==> src/rtl/bmp280_measure_sequencer_pkg.sv <==
// Shared constants for the BMP280 measurement sequencer: register map, handler
// opcodes, error codes and state encodings.
package bmp280_measure_sequencer_pkg;

  localparam logic [7:0] REG_ID        = 8'hD0;
  localparam logic [7:0] REG_RESET     = 8'hE0;
  localparam logic [7:0] REG_STATUS    = 8'hF3;
  localparam logic [7:0] REG_CTRL_MEAS = 8'hF4;
  localparam logic [7:0] REG_CONFIG    = 8'hF5;
  localparam logic [7:0] REG_PRESS_MSB = 8'hF7;

  localparam logic [7:0] RESET_WORD    = 8'hB6;
  localparam logic [7:0] CHIP_ID       = 8'h58;

  localparam logic [7:0] CMD_WRITE_REG = 8'h01;
  localparam logic [7:0] CMD_READ_REG  = 8'h02;

  typedef enum logic [1:0] {
    ERR_NONE    = 2'd0,
    ERR_TIMEOUT = 2'd1,
    ERR_BAD_ID  = 2'd2,
    ERR_POLL    = 2'd3
  } err_code_t;

  typedef enum logic [3:0] {
    S_IDLE, S_RST_CHIP, S_BOOT_WAIT, S_READ_ID, S_WR_CFG, S_ARM,
    S_TRIGGER, S_POLL, S_RD_DATA, S_PUBLISH, S_ERROR
  } seq_state_t;

  typedef enum logic [1:0] {
    X_IDLE, X_ISSUE, X_WAIT_ACK, X_WAIT_DONE
  } xfer_state_t;

  // Conversion finished: measuring (bit3) and im_update (bit0) both clear.
  function automatic logic status_ready(input logic [7:0] status);
    return !status[3] && !status[0];
  endfunction

endpackage

==> src/rtl/bmp280_xfer_port.sv <==
// One handler transaction: latch request, exec when handler idle, wait ACK/DONE,
// return read data or flag a timeout.
module bmp280_xfer_port
  import bmp280_measure_sequencer_pkg::*;
#(
  parameter int unsigned PACKAGE_SIZE   = 8,
  parameter int unsigned TIMEOUT_CYCLES = 65535
) (
  input  logic                    clk,
  input  logic                    rstb,
  input  logic                    req_i,
  input  logic [PACKAGE_SIZE-1:0] cmd_i,
  input  logic [PACKAGE_SIZE-1:0] addr_i,
  input  logic [PACKAGE_SIZE-1:0] wdata_i,
  output logic                    done_o,
  output logic                    timeout_o,
  output logic [PACKAGE_SIZE-1:0] rdata_o,
  output logic [PACKAGE_SIZE-1:0] hc_cmd_o,
  output logic [PACKAGE_SIZE-1:0] hc_addr_o,
  output logic [PACKAGE_SIZE-1:0] hc_data_o,
  output logic                    hc_exec_o,
  input  logic                    hc_busy_i,
  input  logic [PACKAGE_SIZE-1:0] hc_data_out_i
);

  localparam logic [31:0] TMO_LAST = 32'(TIMEOUT_CYCLES - 1);

  xfer_state_t             st_q;
  logic [PACKAGE_SIZE-1:0] cmd_q, addr_q, wdata_q, rdata_q;
  logic                    exec_q, done_q, tmo_q;
  logic [31:0]             tmr_q;

  always_ff @(posedge clk or negedge rstb) begin
    if (!rstb) begin
      st_q    <= X_IDLE;
      cmd_q   <= '0;
      addr_q  <= '0;
      wdata_q <= '0;
      rdata_q <= '0;
      exec_q  <= 1'b0;
      done_q  <= 1'b0;
      tmo_q   <= 1'b0;
      tmr_q   <= '0;
    end else begin
      exec_q <= 1'b0;
      done_q <= 1'b0;
      tmo_q  <= 1'b0;
      case (st_q)
        X_IDLE: if (req_i) begin
          cmd_q   <= cmd_i;
          addr_q  <= addr_i;
          wdata_q <= wdata_i;
          st_q    <= X_ISSUE;
        end
        // A busy handler defers the exec rather than dropping it.
        X_ISSUE: if (!hc_busy_i) begin
          exec_q <= 1'b1;
          tmr_q  <= '0;
          st_q   <= X_WAIT_ACK;
        end
        default: begin
          if (st_q == X_WAIT_DONE && !hc_busy_i) begin
            done_q  <= 1'b1;
            rdata_q <= hc_data_out_i;
            st_q    <= X_IDLE;
          end else if (tmr_q == TMO_LAST) begin
            tmo_q <= 1'b1;
            st_q  <= X_IDLE;
          end else begin
            tmr_q <= tmr_q + 32'd1;
            if (hc_busy_i) st_q <= X_WAIT_DONE;
          end
        end
      endcase
    end
  end

  assign done_o    = done_q;
  assign timeout_o = tmo_q;
  assign rdata_o   = rdata_q;
  assign hc_cmd_o  = cmd_q;
  assign hc_addr_o = addr_q;
  assign hc_data_o = wdata_q;
  assign hc_exec_o = exec_q;

endmodule

==> src/rtl/bmp280_measure_sequencer.sv <==
// BMP280 life-cycle master: soft-reset, ID check, config write, then forced-mode
// conversions (periodic or start-triggered) publishing raw pressure/temperature.
module bmp280_measure_sequencer
  import bmp280_measure_sequencer_pkg::*;
#(
  parameter int unsigned PACKAGE_SIZE   = 8,
  parameter int unsigned BOOT_CYCLES    = 100000,
  parameter int unsigned PERIOD_CYCLES  = 5000000,
  parameter int unsigned TIMEOUT_CYCLES = 65535,
  parameter int unsigned POLL_MAX       = 255,
  parameter logic [7:0]  CTRL_MEAS_VAL  = 8'h25,
  parameter logic [7:0]  CONFIG_VAL     = 8'h00
) (
  input  logic                    clk,
  input  logic                    rstb,
  input  logic                    enable,
  input  logic                    single,
  input  logic                    start,
  output logic [PACKAGE_SIZE-1:0] hc_cmd,
  output logic [PACKAGE_SIZE-1:0] hc_addr,
  output logic [PACKAGE_SIZE-1:0] hc_data,
  output logic                    hc_exec,
  input  logic                    hc_busy,
  input  logic [PACKAGE_SIZE-1:0] hc_data_out,
  output logic [19:0]             raw_press,
  output logic [19:0]             raw_temp,
  output logic                    sample_valid,
  output logic                    init_done,
  output logic                    error,
  output logic [1:0]              err_code
);

  localparam int unsigned PS = PACKAGE_SIZE;

  seq_state_t  st_q;
  err_code_t   err_q;
  logic        pend_q, req_q, start_q, init_q, error_q, sv_q, trig_pend_q;
  logic [31:0] wait_q, pcnt_q, poll_q;
  logic [2:0]  idx_q;
  logic [7:0]  buf_q [6];
  logic [19:0] press_q, temp_q;

  logic          x_done, x_tmo, p_hit, run_state;
  logic [PS-1:0] x_rdata, tx_cmd, tx_addr, tx_wdata;
  logic [7:0]    rbyte;

  assign rbyte     = x_rdata[7:0];
  assign p_hit     = (pcnt_q == 32'(PERIOD_CYCLES - 1));
  assign run_state = st_q inside {S_ARM, S_TRIGGER, S_POLL, S_RD_DATA, S_PUBLISH};

  always_comb begin
    tx_cmd   = PS'(CMD_READ_REG);
    tx_addr  = '0;
    tx_wdata = '0;
    case (st_q)
      S_RST_CHIP: begin
        tx_cmd   = PS'(CMD_WRITE_REG);
        tx_addr  = PS'(REG_RESET);
        tx_wdata = PS'(RESET_WORD);
      end
      S_READ_ID:  tx_addr = PS'(REG_ID);
      S_WR_CFG: begin
        tx_cmd   = PS'(CMD_WRITE_REG);
        tx_addr  = PS'(REG_CONFIG);
        tx_wdata = PS'(CONFIG_VAL);
      end
      S_TRIGGER: begin
        tx_cmd   = PS'(CMD_WRITE_REG);
        tx_addr  = PS'(REG_CTRL_MEAS);
        tx_wdata = PS'(CTRL_MEAS_VAL);
      end
      S_POLL:     tx_addr = PS'(REG_STATUS);
      S_RD_DATA:  tx_addr = PS'(REG_PRESS_MSB + {5'd0, idx_q});
      default: ;
    endcase
  end

  bmp280_xfer_port #(
    .PACKAGE_SIZE   (PACKAGE_SIZE),
    .TIMEOUT_CYCLES (TIMEOUT_CYCLES)
  ) u_xfer (
    .clk           (clk),
    .rstb          (rstb),
    .req_i         (req_q),
    .cmd_i         (tx_cmd),
    .addr_i        (tx_addr),
    .wdata_i       (tx_wdata),
    .done_o        (x_done),
    .timeout_o     (x_tmo),
    .rdata_o       (x_rdata),
    .hc_cmd_o      (hc_cmd),
    .hc_addr_o     (hc_addr),
    .hc_data_o     (hc_data),
    .hc_exec_o     (hc_exec),
    .hc_busy_i     (hc_busy),
    .hc_data_out_i (hc_data_out)
  );

  always_ff @(posedge clk or negedge rstb) begin
    if (!rstb) begin
      st_q        <= S_IDLE;
      err_q       <= ERR_NONE;
      pend_q      <= 1'b0;
      req_q       <= 1'b0;
      start_q     <= 1'b0;
      init_q      <= 1'b0;
      error_q     <= 1'b0;
      sv_q        <= 1'b0;
      trig_pend_q <= 1'b0;
      wait_q      <= '0;
      pcnt_q      <= '0;
      poll_q      <= '0;
      idx_q       <= '0;
      press_q     <= '0;
      temp_q      <= '0;
      for (int unsigned i = 0; i < 6; i++) buf_q[i] <= '0;
    end else begin
      req_q   <= 1'b0;
      sv_q    <= 1'b0;
      start_q <= start;
      // Free-running period timer; a wrap seen outside ARM is remembered (one deep).
      if (run_state) begin
        pcnt_q <= p_hit ? '0 : pcnt_q + 32'd1;
        if (p_hit) trig_pend_q <= 1'b1;
      end
      case (st_q)
        S_IDLE: begin
          init_q  <= 1'b0;
          error_q <= 1'b0;
          err_q   <= ERR_NONE;
          pend_q  <= 1'b0;
          if (enable) st_q <= S_RST_CHIP;
        end
        S_BOOT_WAIT: begin
          if (!enable) st_q <= S_IDLE;
          else if (wait_q == 32'(BOOT_CYCLES - 1)) st_q <= S_READ_ID;
          else wait_q <= wait_q + 32'd1;
        end
        S_ARM: begin
          if (!enable) begin
            st_q <= S_IDLE;
          end else if (single) begin
            trig_pend_q <= 1'b0;
            if (start && !start_q) st_q <= S_TRIGGER;
          end else if (p_hit || trig_pend_q) begin
            trig_pend_q <= 1'b0;
            st_q        <= S_TRIGGER;
          end
        end
        S_PUBLISH: begin
          if (!enable) begin
            st_q <= S_IDLE;
          end else begin
            press_q <= {buf_q[0], buf_q[1], buf_q[2][7:4]};
            temp_q  <= {buf_q[3], buf_q[4], buf_q[5][7:4]};
            sv_q    <= 1'b1;
            st_q    <= S_ARM;
          end
        end
        S_ERROR: if (!enable) st_q <= S_IDLE;
        // Register-access states: issue once, then wait for the port's verdict.
        default: begin
          if (!pend_q) begin
            if (!enable) st_q <= S_IDLE;
            else begin
              req_q  <= 1'b1;
              pend_q <= 1'b1;
            end
          end else if (x_done || x_tmo) begin
            pend_q <= 1'b0;
            if (!enable) begin
              st_q <= S_IDLE;
            end else if (x_tmo) begin
              error_q <= 1'b1;
              err_q   <= ERR_TIMEOUT;
              st_q    <= S_ERROR;
            end else begin
              case (st_q)
                S_RST_CHIP: begin
                  wait_q <= '0;
                  st_q   <= S_BOOT_WAIT;
                end
                S_READ_ID: begin
                  if (rbyte != CHIP_ID) begin
                    error_q <= 1'b1;
                    err_q   <= ERR_BAD_ID;
                    st_q    <= S_ERROR;
                  end else st_q <= S_WR_CFG;
                end
                S_WR_CFG: begin
                  init_q      <= 1'b1;
                  pcnt_q      <= 32'(PERIOD_CYCLES - 1);
                  trig_pend_q <= 1'b0;
                  st_q        <= S_ARM;
                end
                S_TRIGGER: begin
                  poll_q <= '0;
                  st_q   <= S_POLL;
                end
                S_POLL: begin
                  if (status_ready(rbyte)) begin
                    idx_q <= '0;
                    st_q  <= S_RD_DATA;
                  end else if (poll_q == 32'(POLL_MAX - 1)) begin
                    error_q <= 1'b1;
                    err_q   <= ERR_POLL;
                    st_q    <= S_ERROR;
                  end else poll_q <= poll_q + 32'd1;
                end
                S_RD_DATA: begin
                  buf_q[idx_q] <= rbyte;
                  if (idx_q == 3'd5) st_q <= S_PUBLISH;
                  else idx_q <= idx_q + 3'd1;
                end
                default: ;
              endcase
            end
          end
        end
      endcase
    end
  end

  assign raw_press    = press_q;
  assign raw_temp     = temp_q;
  assign sample_valid = sv_q;
  assign init_done    = init_q;
  assign error        = error_q;
  assign err_code     = err_q;

endmodule

==> config.mk <==
export PLATFORM = sky130hd
export DESIGN_NAME = bmp280_measure_sequencer
export DESIGN_NICKNAME = d
export VERILOG_FILES = /design/src/rtl/bmp280_measure_sequencer_pkg.sv /design/src/rtl/bmp280_xfer_port.sv /design/src/rtl/bmp280_measure_sequencer.sv
export SDC_FILE = /design/constraint.sdc
export NUM_CORES = 1
export LEC_CHECK = 0
export ABC_AREA = 0
export BUFFER_PORTS_ARGS = -buffer_cell sky130_fd_sc_hd__buf_4
export CORE_MARGIN = 5
export CORE_UTILIZATION = 45
export CTS_CLUSTER_DIAMETER = 80
export DETAILED_ROUTE_END_ITERATION = 16
export GPL_TIMING_DRIVEN = 0
export PLACE_DENSITY = 0.59
export SYNTH_ARGS = -nofsm -noshare
export SYNTH_HDL_FRONTEND = slang
export SYNTH_SLANG_ARGS = --single-unit
==> constraint.sdc <==
create_clock -name clk -period 5.55 [get_ports clk]
set_input_delay 0.555 -clock clk [delete_from_list [all_inputs] [get_ports clk]]
set_output_delay 0.555 -clock clk [all_outputs]
set_load 0.01 [all_outputs]
==> flow_summary.toml, run 1 <==
[outcome]
run_status = "finished, final reports clean"

[global_routing]
grt_util_met1_pct = 27.9
number_of_antenna_violations_at_the_first_check_in_global_routing = 0
largest_net_degree_at_the_start_of_global_routing = 120
first_pass_grt_wire_length_um = 50000
gr-total-overflow = 0
grtUsageMet3_pct = 3.33
first_global_vias = 9562
globalRoute.busiestLayer = "met2"
track_usage_pct = 19.3
grtUsageMet2_pct = 30.7

[power]
powerDensity_mw_per_mm2 = 369
switching_share_pct = 32.7
power.internal_w = 0.00362
worst_ir_drop_vdd_v = 0.000362
share_of_power_burned_in_registers_pct = 41.7
clkPwrFrac_pct = 34.4
power_switching_w = 0.00176
combPwrFrac_pct = 23.9
power.leakage_nw = 6.52
total_power_w = 0.00538

[floorplanning]
num_rows = 61
die_area_sq_mm = 0.0313
initial_utilization_pct = 45.3
die_h_um = 177
floorplan.core_area_sq_mm = 0.0276
die_x_um = 177
top_level_ports = 84

[clocking]
tritoncts = "done"
cts.hold.buffers_added = 1
ctsRootBufferMaster = "clkbuf_16"
post_cts.repair.setup_buffers = 0
clock-sinks = 249
clock_transition_at_the_registers_of_the_reported_paths_ns = 0.06
htreeDepth = 1
number_of_buffers_created_by_cts = 28
clk_latency_ns = 0.56
cts_max_path_buffers = 3
post_cts_repair_resize_count = 0

[drt]
drt-wirelength-per-cell_um = 17.0
finalWirelength_um = 29800
drt-pass1-iter-count = 5
post-route-drc-count = 0
drtAntennaViolNets = 0
routed_via_density = 5.50
detailedRoute.firstIterationViolations = 613
detailroute.via_count = 9632

[placement]
dp_hpwl_um = 20400
io_buffers = 74
routabilityCongestion = 0.886

[synth]
count_of_distinct_cell_types_in_the_synthesized_netlist = 76
main_flop_type_after_synthesis = "dfrtp_1"
post_synthesis_cells = 1240
post_synth_instance_area_sq_mm = 0.0125
postSynth.asyncResetShare_pct = 100
postSynthAreaPerCell_sq_um = 10.1
yosys_warnings = 0
synth_sequential_area_ratio_pct = 49.8
synth.largest_area_cell = "dfrtp_1"
synth.ff_latch_count = 249
synth_edf_count = 0
synth_top_cell_area_share_pct = 49.8
main_area_contributors_after_synthesis = "dfrtp_1 (50%), mux2_2 (7.3%), xnor2_1 (4.1%)"

[setup_path]
cp_bufs_invs = 1
biggest_fanout_along_the_worst_timing_path = 6
worst_path_dominant_cell_family = "simple AND/OR/NAND/NOR gates"
critPathArrivalTime_ns = 3.20
critPathKind = "reg2reg"
cp_data_required_time_ns = 5.97
critical_path.max_stage_delay_ns = 0.85
start_kind = "flip-flop"
critical_path.slowest_cell = "nor4_1"
path_cells = "inv_1, ha_1, nor4b_1, nand2_1, nor4_1, o41a_1, and2_1, mux2_2"
timing.critical_path.to_type = "flip-flop"

[sta]
timing.final.max_slew_violations = 0
report.final.hold_viol_count = 0
post-route-min-period_ns = 2.78
setup_violation_total_in_the_final_timing_report = 0
timing.slew.headroom_pct = 33.8
worstMarginPinSlew_ns = 0.983
final.setup_skew_ns = 0.0225
fin_crit_sh_pct = 50.0
rsz_0062_raised_after_global_routing = "false"
highest_clock_rate_ghz = 0.360
tns_ns = 0

[layout]
leading_cell_types_in_the_layout_fill_and_taps_excluded = "dfrtp_1 (249), nand2_1 (111), nor2_1 (102), buf_4 (87), o21ai_0 (85)"
num-fill-cells = 2529
fin_nets = 1377
layout.cells.most_common = "dfrtp_1"
synthToLayoutAreaGrowth_pct = 16.4
post_route_cells_drive_above_1_share_pct = 19.6
insertedDiodeCount = 0

[job]
max_cap_viol_count = 0

[hold_path]
hold_path_class = "in2reg"
[flip-flops by register name, indices dropped and copies added, names as in the netlist, 2 cells and up]
name,flops
idx_q,3
u_xfer.hc_cmd_o,2
wait_q,32
buf_q,40
pcnt_q,32
u_xfer.st_q,2
u_xfer.hc_data_o,3
st_q,4
u_xfer.tmr_q,32
raw_press,20
raw_temp,20
poll_q,32
err_code,2
u_xfer.hc_addr_o,7
u_xfer.rdata_o,8
[layer usage]
metal / up-vias / wire length (um)
met3: 38 / 1320
met2: 191 / 13700
met4: 0 / 496
li1: 4684 / -
met1: 4719 / 14300
met5: - / 0
[cell type report]
type | count | area (sq um) | area share [%]
clock inverter | 13 | 154 | 1.06
buffer | 71 | 362 | 2.48
sequential | 249 | 6230 | 42.8
tap | 378 | 473 | 3.24
clock buffer | 37 | 774 | 5.31
inverter | 28 | 105 | 0.721
multi-input combinational | 899 | 5850 | 40.1
timing repair buffer | 77 | 628 | 4.31
[stage by stage]
stage | hold slack, ns | setup slack (ns) | instances | util [%] | cell area (sq um)
CTS | 0.139 | 2.80 | 1752 | 52.8 | 14600
finish | 0.159 | 2.77 | 1752 | 52.8 | 14600
floorplan | 0.259 | 3.37 | 1247 | - | 12500
detailed placement | 0.380 | 2.80 | 1701 | 49.4 | 13600
global route | 0.135 | 2.58 | 1752 | 52.8 | 14600
global placement | 0.460 | 1.81 | 1699 | 49.1 | 13600
[cell families (layout without fill, tap and decap cells)]
group | count (synthesis) | in the layout | share of synthesized area [%]
flip-flops | 249 | 249 | 49.8
multiplexers | 94 | 94 | 8.64
buffers and inverters | 99 | 226 | 3.73
AND/OR/NAND/NOR | 509 | 509 | 21.6
other | 1 | 8 | 0.0300
AO/OA/AOI/OAI | 208 | 208 | 10.3
adder cells (fa/ha/maj) | 9 | 9 | 0.899
XOR/XNOR | 71 | 71 | 4.97
[synth_stat cells (3+ instances only)]
cell / count
dfrtp_1: 249
nand2_1: 111
nor2_1: 102
o21ai_0: 85
mux2_2: 81
xnor2_1: 59
nand3_1: 54
nor3_1: 46
a21oi_1: 39
clkbuf_1: 37
nor4_1: 35
nand4_1: 31
inv_1: 27
and3_1: 25
o31ai_1: 21
buf_2: 16
or3_1: 15
buf_4: 14
and2_1: 13
and4_1: 12
xor2_1: 12
a31oi_1: 10
nand2b_1: 10
ha_1: 9
or4_1: 9
mux2_4: 8
nor2b_1: 7
or2_2: 6
mux2i_1: 5
nor3b_1: 5
nor4b_1: 5
o211ai_1: 5
o21a_1: 5
nand3b_1: 4
o21ai_1: 4
o41ai_1: 4
a21boi_0: 3
a22o_1: 3
a31o_2: 3
buf_6: 3
nor4bb_1: 3
[worst paths after layout]
check                      depth (start not counted)                         from                     endpoint  slack [ns]
min in group asynchronous                          2                         rstb       wait_q[15]$_DFFE_PN0P_        0.43
hold reg to reg                                    1  u_xfer.tmr_q[5]$_DFFE_PN0P_  u_xfer.tmr_q[5]$_DFFE_PN0P_        0.47
setup reg to reg                                   8        poll_q[0]$_DFFE_PN0P_          st_q[1]$_DFFE_PN0P_        2.77
setup / recovery                                   8        poll_q[0]$_DFFE_PN0P_          st_q[1]$_DFFE_PN0P_        2.77
hold / removal                                     1                        start            start_q$_DFF_PN0_        0.16
max in group asynchronous                          3                         rstb         pcnt_q[26]$_DFF_PN0_        4.33
[worst register-to-register path, stage by stage, from the launching register on]
cell and delay (ns):
dfrtp_1 0.44, inv_1 0.08, ha_1 0.15, nor4b_1 0.23, nand2_1 0.11, nor4_1 0.85
o41a_1 0.27, and2_1 0.20, mux2_2 0.35
[power by group through the flow]
| stage | registers [W] | logic, W | clock network (W) |
|---|---|---|---|
| after floorplan | 0.00220 | 0.000903 | 0 |
| after global placement | 0.00227 | 0.00126 | 0 |
| after detailed placement | 0.00228 | 0.00128 | 0 |
| after CTS | 0.00225 | 0.00129 | 0.00191 |
| after global routing | 0.00228 | 0.00144 | 0.00199 |
| final | 0.00224 | 0.00128 | 0.00185 |
Power figures use the tool's default switching activity.
==> run 2: changes to the inputs <==
- clock period: 5.55 -> 2.8 ns (I/O delays scaled with it)
==> flow_summary.toml, run 2 (synthesis results as in run 1) <==
[outcome]
run_status = "finished, final reports clean"

[sta]
report.final.hold_viol_count = 0
post-route-min-period_ns = 2.62
timing.final.max_slew_violations = 0
worstMarginPinSlew_ns = 0.844
final.setup_skew_ns = 0.0218
timing.slew.headroom_pct = 43.2
rsz_0062_raised_after_global_routing = "false"
hold_slack_ns = 0.116
highest_clock_rate_ghz = 0.381
fin_crit_sh_pct = 93.7
setup_violation_total_in_the_final_timing_report = 0

[power]
powerDensity_mw_per_mm2 = 726
worst_ir_drop_vdd_v = 0.000718
power.leakage_nw = 6.56

[global_routing]
gr-total-overflow = 0
first_pass_grt_wire_length_um = 50100
largest_net_degree_at_the_start_of_global_routing = 120
track_usage_pct = 19.3
first_global_vias = 9603
number_of_antenna_violations_at_the_first_check_in_global_routing = 0

[setup_path]
critPathArrivalTime_ns = 3.05
r2r_cells = 6
biggest_fanout_along_the_worst_timing_path = 6
reg2reg_slack_ns = 0.18
cp_data_required_time_ns = 3.22
timing.critical_path.to_type = "flip-flop"
crit_path_start = "pcnt_q[12]$_DFF_PN0_"
endpoint = "st_q[1]$_DFFE_PN0P_"
critPathKind = "reg2reg"
start_kind = "flip-flop"
critical_path.reg2reg.startpoint = "pcnt_q[12]$_DFF_PN0_"
reg2reg_to = "st_q[1]$_DFFE_PN0P_"

[floorplanning]
die_h_um = 177
top_level_ports = 84
num_rows = 61
die_x_um = 177
floorplan.core_area_sq_mm = 0.0276
die_area_sq_mm = 0.0313
initial_utilization_pct = 45.3

[hold_path]
hold_path_class = "in2reg"

[layout]
layout.cells.most_common = "dfrtp_1"
layout.cells.non_filler = 1761
synthToLayoutAreaGrowth_pct = 17.4
post_route_cells_drive_above_1_share_pct = 19.7
layout.core_utilization_pct = 53.2
sequential_cell_area_sq_mm = 0.00623
largest_register = "buf_q"
multi_input_area_sq_mm = 0.00587
insertedDiodeCount = 0
num-fill-cells = 2523
leading_cell_types_in_the_layout_fill_and_taps_excluded = "dfrtp_1 (249), nand2_1 (111), nor2_1 (101), buf_4 (87), o21ai_0 (85)"
number_of_flip_flops_in_the_largest_register = 40
fin_nets = 1386

[drt]
drt-wirelength-per-cell_um = 17.0
drt-pass1-iter-count = 5
detailroute.via_count = 9698
detailedRoute.firstIterationViolations = 625
routed_via_density = 5.51
drtAntennaViolNets = 0
finalWirelength_um = 29900
post-route-drc-count = 0

[placement]
dp_hpwl_um = 20400
io_buffers = 74
placed_cells = 1701
routabilityCongestion = 0.886

[job]
max_cap_viol_count = 0

[clocking]
cts_max_path_buffers = 3
htreeDepth = 1
clk_latency_ns = 0.55
clock_transition_at_the_registers_of_the_reported_paths_ns = 0.06
number_of_buffers_created_by_cts = 28
clock-sinks = 249
tritoncts = "done"
ctsRootBufferMaster = "clkbuf_16"
run 2: cell types whose count changed in the layout (fill, tap and decap cells not counted), sizes merged:
cell,previous run,this run
dlygate4sd3,1,11
clkbuf,74,73
run 2: worst min-delay path by stage:
stage	startpoint	end	slack, ns	cells after the start
floorplan	rstb	buf_q[10]$_DFFE_PN0P_	-0.02	0
global placement	start	start_q$_DFF_PN0_	0.42	1
detailed placement	rstb	wait_q[18]$_DFFE_PN0P_	0.10	1
CTS	enable	wait_q[7]$_DFFE_PN0P_	0.09	3
global route	enable	wait_q[7]$_DFFE_PN0P_	0.12	3
finish	enable	wait_q[7]$_DFFE_PN0P_	0.12	3
run 2: cell type report:
class	instances	area share, %
tap	378	3.22
clock buffer	37	5.27
clock inverter	13	1.05
buffer	70	2.44
timing repair buffer	87	4.96
inverter	28	0.715
multi-input combinational	899	39.9
sequential	249	42.4
run 2: power breakdown:
group	switching (W)	internal, W	total (W)
Sequential	0.000510	0.00397	0.00448
Combinational	0.00153	0.00100	0.00253
Clock	0.00145	0.00221	0.00366
run 2: per-layer routing:
layer | track usage, % | vias to the layer above | wire length (um)
met1 | 27.8 | 4748 | 14200
met5 | 0 | - | 0
met3 | 3.40 | 35 | 1430
met4 | 4.09 | 0 | 459
met2 | 30.8 | 205 | 13700
li1 | - | 4710 | -
run 2: timing repair:
item,4_1_cts,5_1_grt
setup buffers,0,0
endpoints found under the setup margin,0,50
hold buffers,11,0
endpoints found under the hold margin,259,0
resized for setup,0,4
run 2: stage by stage:
stage          power (W)  setup WS [ns]  instance area, sq um  setup TNS, ns
5_1_grt           0.0113         0.0110                 14700              0
3_5_place_dp     0.00705         0.0494                 13600              0
3_3_place_gp     0.00700         -0.670                 13600        -161.64
4_1_cts           0.0108         0.0480                 14700              0
2_1_floorplan    0.00614          0.634                 12500              0
6_report          0.0107          0.176                 14700              0
run 2: critical path: stages, from the launching register on:
cell,delay [ns]
dfrtp_1,0.45
nor4_1,0.37
nand4_1,0.18
or4_1,0.63
a21oi_1,0.29
and2_1,0.24
mux2_2,0.35
